==> config.mk <==
export PLATFORM = sky130hd
export DESIGN_NAME = minmax_window_ctrl
export DESIGN_NICKNAME = d
export VERILOG_FILES = /design/src/rtl/minmax_window_ctrl.sv
export SDC_FILE = /design/constraint.sdc
export NUM_CORES = 1
export LEC_CHECK = 0
export ABC_AREA = 1
export CAP_MARGIN = 10
export CORE_UTILIZATION = 43
export DETAILED_ROUTE_END_ITERATION = 7
export HOLD_SLACK_MARGIN = 0.1
export PLACE_DENSITY = 0.86
export SLEW_MARGIN = 25
export SYNTH_ARGS = -nofsm -noshare
export SYNTH_HDL_FRONTEND = slang
export SYNTH_SLANG_ARGS = --single-unit
export TNS_END_PERCENT = 1
==> constraint.sdc <==
create_clock -name clock -period 1.3 [get_ports clock]
set_input_delay 0.195 -clock clock [delete_from_list [all_inputs] [get_ports clock]]
set_output_delay 0.195 -clock clock [all_outputs]
set_load 0.02 [all_outputs]
==> src/rtl/minmax_window_ctrl.sv <==
// Window sequencer for the min/max averaging datapath: splits a valid/ready
// sample stream into win_len windows and captures one average per window.
module minmax_window_ctrl #(
    parameter int MSB  = 8,
    parameter int CNTW = 8
) (
    input  logic            clock,
    input  logic            clear,
    input  logic            run,
    input  logic [CNTW-1:0] win_len,
    input  logic            in_valid,
    output logic            in_ready,
    input  logic [MSB:0]    in_data,
    output logic            dp_clear,
    output logic            dp_enable,
    output logic            dp_reset,
    output logic [MSB:0]    dp_in,
    input  logic [MSB:0]    dp_out,
    output logic            res_valid,
    input  logic            res_ready,
    output logic [MSB:0]    res_data,
    output logic [7:0]      res_seq,
    output logic            busy
);

    typedef enum logic [1:0] {IDLE, START, ACCUM} state_t;

    typedef struct packed {
        logic [MSB:0] data;
        logic [7:0]   seq;
    } res_t;

    state_t          state;
    logic [CNTW-1:0] rem;
    logic [MSB:0]    hold;
    res_t            res;
    logic            accept;
    logic            done;

    // The result slot is checked combinationally so a drain and a new accept
    // can share a cycle.
    assign in_ready = run && (state != IDLE) && (!res_valid || res_ready);
    assign accept   = in_valid && in_ready;
    assign done     = accept &&
                      (((state == START) && (win_len == CNTW'(1))) ||
                       ((state == ACCUM) && (rem == CNTW'(1))));

    assign dp_clear  = clear;
    // Enable stays high through ACCUM stalls (replaying hold), since dropping
    // it would wipe the window's min/max.
    assign dp_enable = accept || (state == ACCUM);
    assign dp_reset  = accept && (state == START);
    assign dp_in     = accept ? in_data : hold;
    assign busy      = (state == ACCUM);
    assign res_data  = res.data;
    assign res_seq   = res.seq;

    always_ff @(posedge clock) begin
        if (clear) begin
            state     <= IDLE;
            rem       <= '0;
            hold      <= '0;
            res       <= '0;
            res_valid <= 1'b0;
        end else begin
            if (accept)
                hold <= in_data;

            if (done) begin
                res.data  <= dp_out;
                res.seq   <= res.seq + 8'd1;
                res_valid <= 1'b1;
            end else if (res_ready) begin
                res_valid <= 1'b0;
            end

            case (state)
                IDLE: begin
                    if (run)
                        state <= START;
                end
                START: begin
                    if (!run) begin
                        state <= IDLE;
                    end else if (accept) begin
                        rem <= win_len - CNTW'(1);
                        if (win_len != CNTW'(1))
                            state <= ACCUM;
                    end
                end
                ACCUM: begin
                    if (!run) begin
                        state <= IDLE;
                    end else if (accept) begin
                        rem <= rem - CNTW'(1);
                        if (rem == CNTW'(1))
                            state <= START;
                    end
                end
                default: state <= IDLE;
            endcase
        end
    end

endmodule

Yosys cells after proc, flatten, opt, wreduce, memory -nomap -nowiden
Index checks and enable logic that the tools add are counted.
{ "op_classes": {"magnitude_cmp": 0, "n_eq_ne": 14, "n_mul": 0, "mux": 16, "div": 0, "bitwise_logic": 0, "n_reduce_logical": 17, "n_shift": 0, "addsub": 3} }
{ "op_table": {"columns": ["op", "n"], "rows": [
  ["$mux W8", 4],
  ["$eq A8 B1 Y1 const B", 2],
  ["$pmux W8 S2", 1],
  ["$sub A8 B1 Y8 const B", 2],
  ["$mux W2", 7],
  ["$reduce_and A5 Y1", 2],
  ["$mux W9", 1],
  ["$ne A3 B2 Y1 const B", 3],
  ["$add A8 B1 Y8 const B", 1],
  ["$ne A2 B2 Y1 const B", 4],
  ["$ne A8 B1 Y1 const B", 1],
  ["$logic_and A1 B1 Y1", 7],
  ["$pmux W2 S3", 1],
  ["$reduce_bool A2 Y1", 3],
  ["$logic_or A1 B1 Y1", 3],
  ["$ne A3 B3 Y1 const B", 1],
  ["$eq A2 B1 Y1 const B", 1],
  ["$eq A2 B2 Y1 const B", 1],
  ["$logic_not A2 Y1", 1],
  ["$mux W1", 2],
  ["$ne A2 B1 Y1 const B", 1],
  ["$logic_not A1 Y1", 1]
]} }
{ "totals": {"input_bits": 31, "mem_bits_rw": 0, "rom_bits": 0, "regBits": 37, "latchBits": 0, "word_cells": 56, "memories": 0} }

Longest topological paths before layout
{ "logic_depth": {"ltp_word": 7, "ltp_mapped": 10, "ltp_nobuf": 9} }

Worst setup path before layout
Ideal clock, no wire load.
{ "synth_path": {"path_kind": "register to output", "startpoint": "register res_valid", "endpoint": "output dp_in[0]", "arrival_ns": 1.330, "slack_ns": -0.225, "path_buffers": 1, "stages_incl_launch_ff": 6, "required_time_ns": 1.105, "path_cell_list": "dfxtp_1 nand2_1 nand3_4 inv_4 buf_2 a21oi_1"} }
{ "synth_between": {"elab_chain_cells": 5} }
{ "synth_rtl": {"columns": ["item", "line_no", "rtl"], "rows": [
  ["from (decl)", "19", "output logic res_valid,"],
  ["from (signal assigned)", "64", "res_valid <= 1'b0;"],
  ["from (signal assigned)", "72", "res_valid <= 1'b1;"],
  ["from (signal assigned)", "74", "res_valid <= 1'b0;"],
  ["$logic_not A1 Y1", "42", "assign in_ready = run && (state != IDLE) && (!res_valid || res_ready);"],
  ["$logic_or A1 B1 Y1", "42", null],
  ["$logic_and A1 B1 Y1", "42", null],
  ["$logic_and A1 B1 Y1", "43", "assign accept = in_valid && in_ready;"],
  ["$mux W9", null, null],
  ["to (decl)", "17", "output logic [MSB:0] dp_in,"]
]} }
No other way between the ends.

Worst setup path after layout
{ "layout_path": {"startpoint": "register state[1]", "endpoint": "output dp_in[0]"} }
{ "layout_between": {"elab_chain_cells": 5} }
{ "layout_rtl": {"columns": ["item", "line_no", "rtl"], "rows": [
  ["from (decl)", "33", "state_t state;"],
  ["from (signal assigned)", "60", "state <= IDLE;"],
  ["from (signal assigned)", "80", "state <= START;"],
  ["from (signal assigned)", "84", "state <= IDLE;"],
  ["$reduce_bool A2 Y1", "42", null],
  ["$logic_and A1 B1 Y1 (2 in series)", "42", null],
  ["$logic_and A1 B1 Y1", "43", null],
  ["$mux W9", null, null]
]} }
No other way between the ends.

==> reports/metrics.yaml <==
worst_setup_path:
  ff2ff_path_depth: 8
  cp.required_ns: 1.11
  cp_common_cell: "nor2_4"
  critPathArrivalTime_ns: 1.51
  crit_path_end_kind: "output pin"
  critPathKind: "flop to output pin"
  startpoint_type: "flop"
  worst_path_max_delay_cell: "dfxtp_2"
  max_stage_delay_ns: 0.36
  worstPathMaxFanout: 6
  cp_cell_sequence: "nor2_4, nor2_4, nand3_4, inv_4, buf_12, a21oi_4, buf_2"
placed_design:
  gp_congestion: 0.851
  dp_hpwl_mm: 4.39
  io_buffers: 62
  pre_cts_slack_ns: -0.971
yosys:
  synth_area_um2: 2150
  ys_ff_latch: 37
  seq_area_frac_synth_pct: 34.5
  synth.distinct_cells: 29
  synth_area_leaders: "dfxtp_1 (34%), nand2_1 (13%), a21oi_1 (8.4%)"
  netlist_instances: 321
  syn-num-nets: 357
  synth.largest_area_cell: "dfxtp_1"
  yosys_warnings: 0
  syn_avg_cell_area_um2: 6.69
  yosysTopAreaCellShare_pct: 34.5
global_route:
  grt_pass1_wl_mm: 9.92
  use_met1_pct: 27.7
  grt_util_all_layers_pct: 24.1
  grt_start_max_net_pins: 24
  first_global_vias: 2308
  grtUsageMet3_pct: 5.80
  grt_most_used_layer: "met2"
  antenna_found_initial: 0
  met2_usage_pct: 42.9
  grt_overflow: 0
power_and_ir_drop:
  powerDensity_nw_per_um2: 790
  max-vdd-ir-drop_mv: 0.483
  p_switching_w: 0.000734
  swShare_pct: 26.2
  intPower_w: 0.00207
  sequentialPowerShare_pct: 41.4
  leakage_nw: 1.67
  p_comb_share_pct: 20.9
  p_clk_share_pct: 37.7
cts:
  cts-buffers-inserted: 5
  clkSinkCount: 37
  cts_tree: "built"
  clk_pin_slew_ns: 0.08
  cts_buffer_depth: 2
  hold_buffers: 0
  clockRootBuffer: "clkbuf_8"
  htreeDepth: 2
  insertion_delay_ns: 0.30
floorplan:
  initial_utilization_pct: 45.2
  fp.dieW_um: 72.7
  rows: 25
  ios: 63
  dieArea_um2: 5280
  die_h_um: 72.7
  core_area_um2: 4750
min_path:
  hold_path_depth: 2
  hp-class: "flop to flop"
flow_run:
  drv_cap: 0
sta:
  fin_ws_ns: -0.405
  rsz0062_at_grt: "true"
  fmax_ghz: 0.586
  finalCritPeriodShare_pct: 131
  drv_slew: 0
  worst_pin_slew_ns: 0.281
  finClkSkew_ns: 0.00492
  period_minus_slack_ns: 1.71
  finalSetupViolations: 42
  hold_viol: 0
  slew_headroom_pct: 81.2
detailed_routing:
  drtIter0Drc: 134
  wl_mm: 6.32
  num_vias: 2484
  drcViolationCount: 0
  drt_first_pass_iters: 5
  antenna_left: 0
  wl_per_cell_um: 12.5
  via_per_inst: 4.92
final_layout:
  final_layout_size_suffix_gt1_share_pct: 29.5
  layout_commonest_cell: "nand2_1"
  seq_area_um2: 744
  fin_nets: 473
  multi_input_area_um2: 1330
  antennaDiodeCount: 0
  fillers: 375
  area_growth_pct: 65.2
  post-route-util_pct: 74.6
  final_cell_mix: "nand2_1 (67), buf_4 (51), inv_1 (37), dfxtp_1 (34), nand3_1 (33)"
status:
  violations: "setup timing"
  status: "finished, violations left"
[layer usage]
metal | part of all wire, % | wire length, µm | vias to the layer above
met2 | 51 | 3200 | 79
met4 | 3.0 | 191 | 0
li1 | - | - | 1267
met1 | 42 | 2650 | 1117
met3 | 4.6 | 289 | 21
met5 | 0 | 0 | -
[critical path, delay by kind of cell, from the launching register on]
family / cells / cell delay (ns)
buf+inv: 3 / 0.43
flops: 1 / 0.36
compound gates: 1 / 0.05
simple gates: 3 / 0.35
[worst paths after layout]
path,startpoint,end,slack [ns]
max,state[1],dp_in[0],-0.41
min,res_data[7],res_data[7],0.46
max reg2reg,state[1],rem[5],-0.33
min reg2reg,res_data[7],res_data[7],0.46
[synth_stat cells]
cell      instances
inv_1            40
nor3_2            1
xnor2_1           3
nor2_4            1
buf_4             3
inv_4             1
xor2_1            6
nand3_4           1
nand3_1          34
nor2_2            3
a21oi_4           1
nand2_4           2
buf_6             2
o21bai_1          1
nand4_1           3
a211oi_1          9
inv_2            11
nor3_1            1
nand2_1          73
dfxtp_1          37
a21oi_1          36
ha_1              5
o21ai_1           4
buf_2             3
o21ai_0           8
nand3b_1          2
clkbuf_1          3
nor2_1           26
buf_1             1
[state kept, by name, indices dropped and copies added (netlist names)]
signal     cells
res_valid      1
state          2
res_seq        8
rem            8
res_data       9
hold           9
[kinds of logic (layout without fill, tap and decap cells)]
logic type / Yosys count / count (layout) / share of synthesized area (%)
AOI/OAI and AO/OA: 59 / 59 / 15.4
DFF: 37 / 37 / 34.5
and+or+nand+nor: 147 / 148 / 30.8
buffers and inverters: 64 / 180 / 12.7
xor gates and xnor gates: 9 / 9 / 3.67
adders and majority gates: 5 / 5 / 2.91
[power by group through the flow]
stage	Combinational [W]	Clock (W)	Sequential, W
3_3_place_gp	0.000516	0	0.00118
4_1_cts	0.000560	0.00108	0.00116
5_1_grt	0.000631	0.00111	0.00116
2_1_floorplan	0.000263	0	0.00118
3_5_place_dp	0.000526	0	0.00118
6_report	0.000585	0.00106	0.00116
[area by class of cell]
cell class / instances / share of cell area [%]
Clock buffer: 7 / 2.43
Multi-Input combinational cell: 221 / 37.6
Timing Repair Buffer: 120 / 30.1
Tap cell: 67 / 2.36
Clock inverter: 1 / 0.847
Sequential cell: 37 / 21.0
Inverter: 52 / 5.64
[per-stage QoR]
step	TNS [ns]	power (W)	std cells	hold slack (ns)	instance area (µm²)
after floorplan	-0.815	0.00145	321	0.359	2260
after global placement	-36.29	0.00170	486	0.448	3250
after detailed placement	-38.18	0.00171	486	0.453	3250
after CTS	-12.24	0.00280	503	0.461	3470
after global routing	-15.74	0.00290	505	0.475	3550
final	-11.58	0.00280	505	0.458	3550
[timing repair]
action	in CTS	in global routing
pin swaps	3	3
cloned	2	0
gates resized for setup	99	23
setup buffers	7	2
endpoints found under the setup margin	69	48
hold endpoints to repair	0	0
Power figures use the tool's default switching activity.
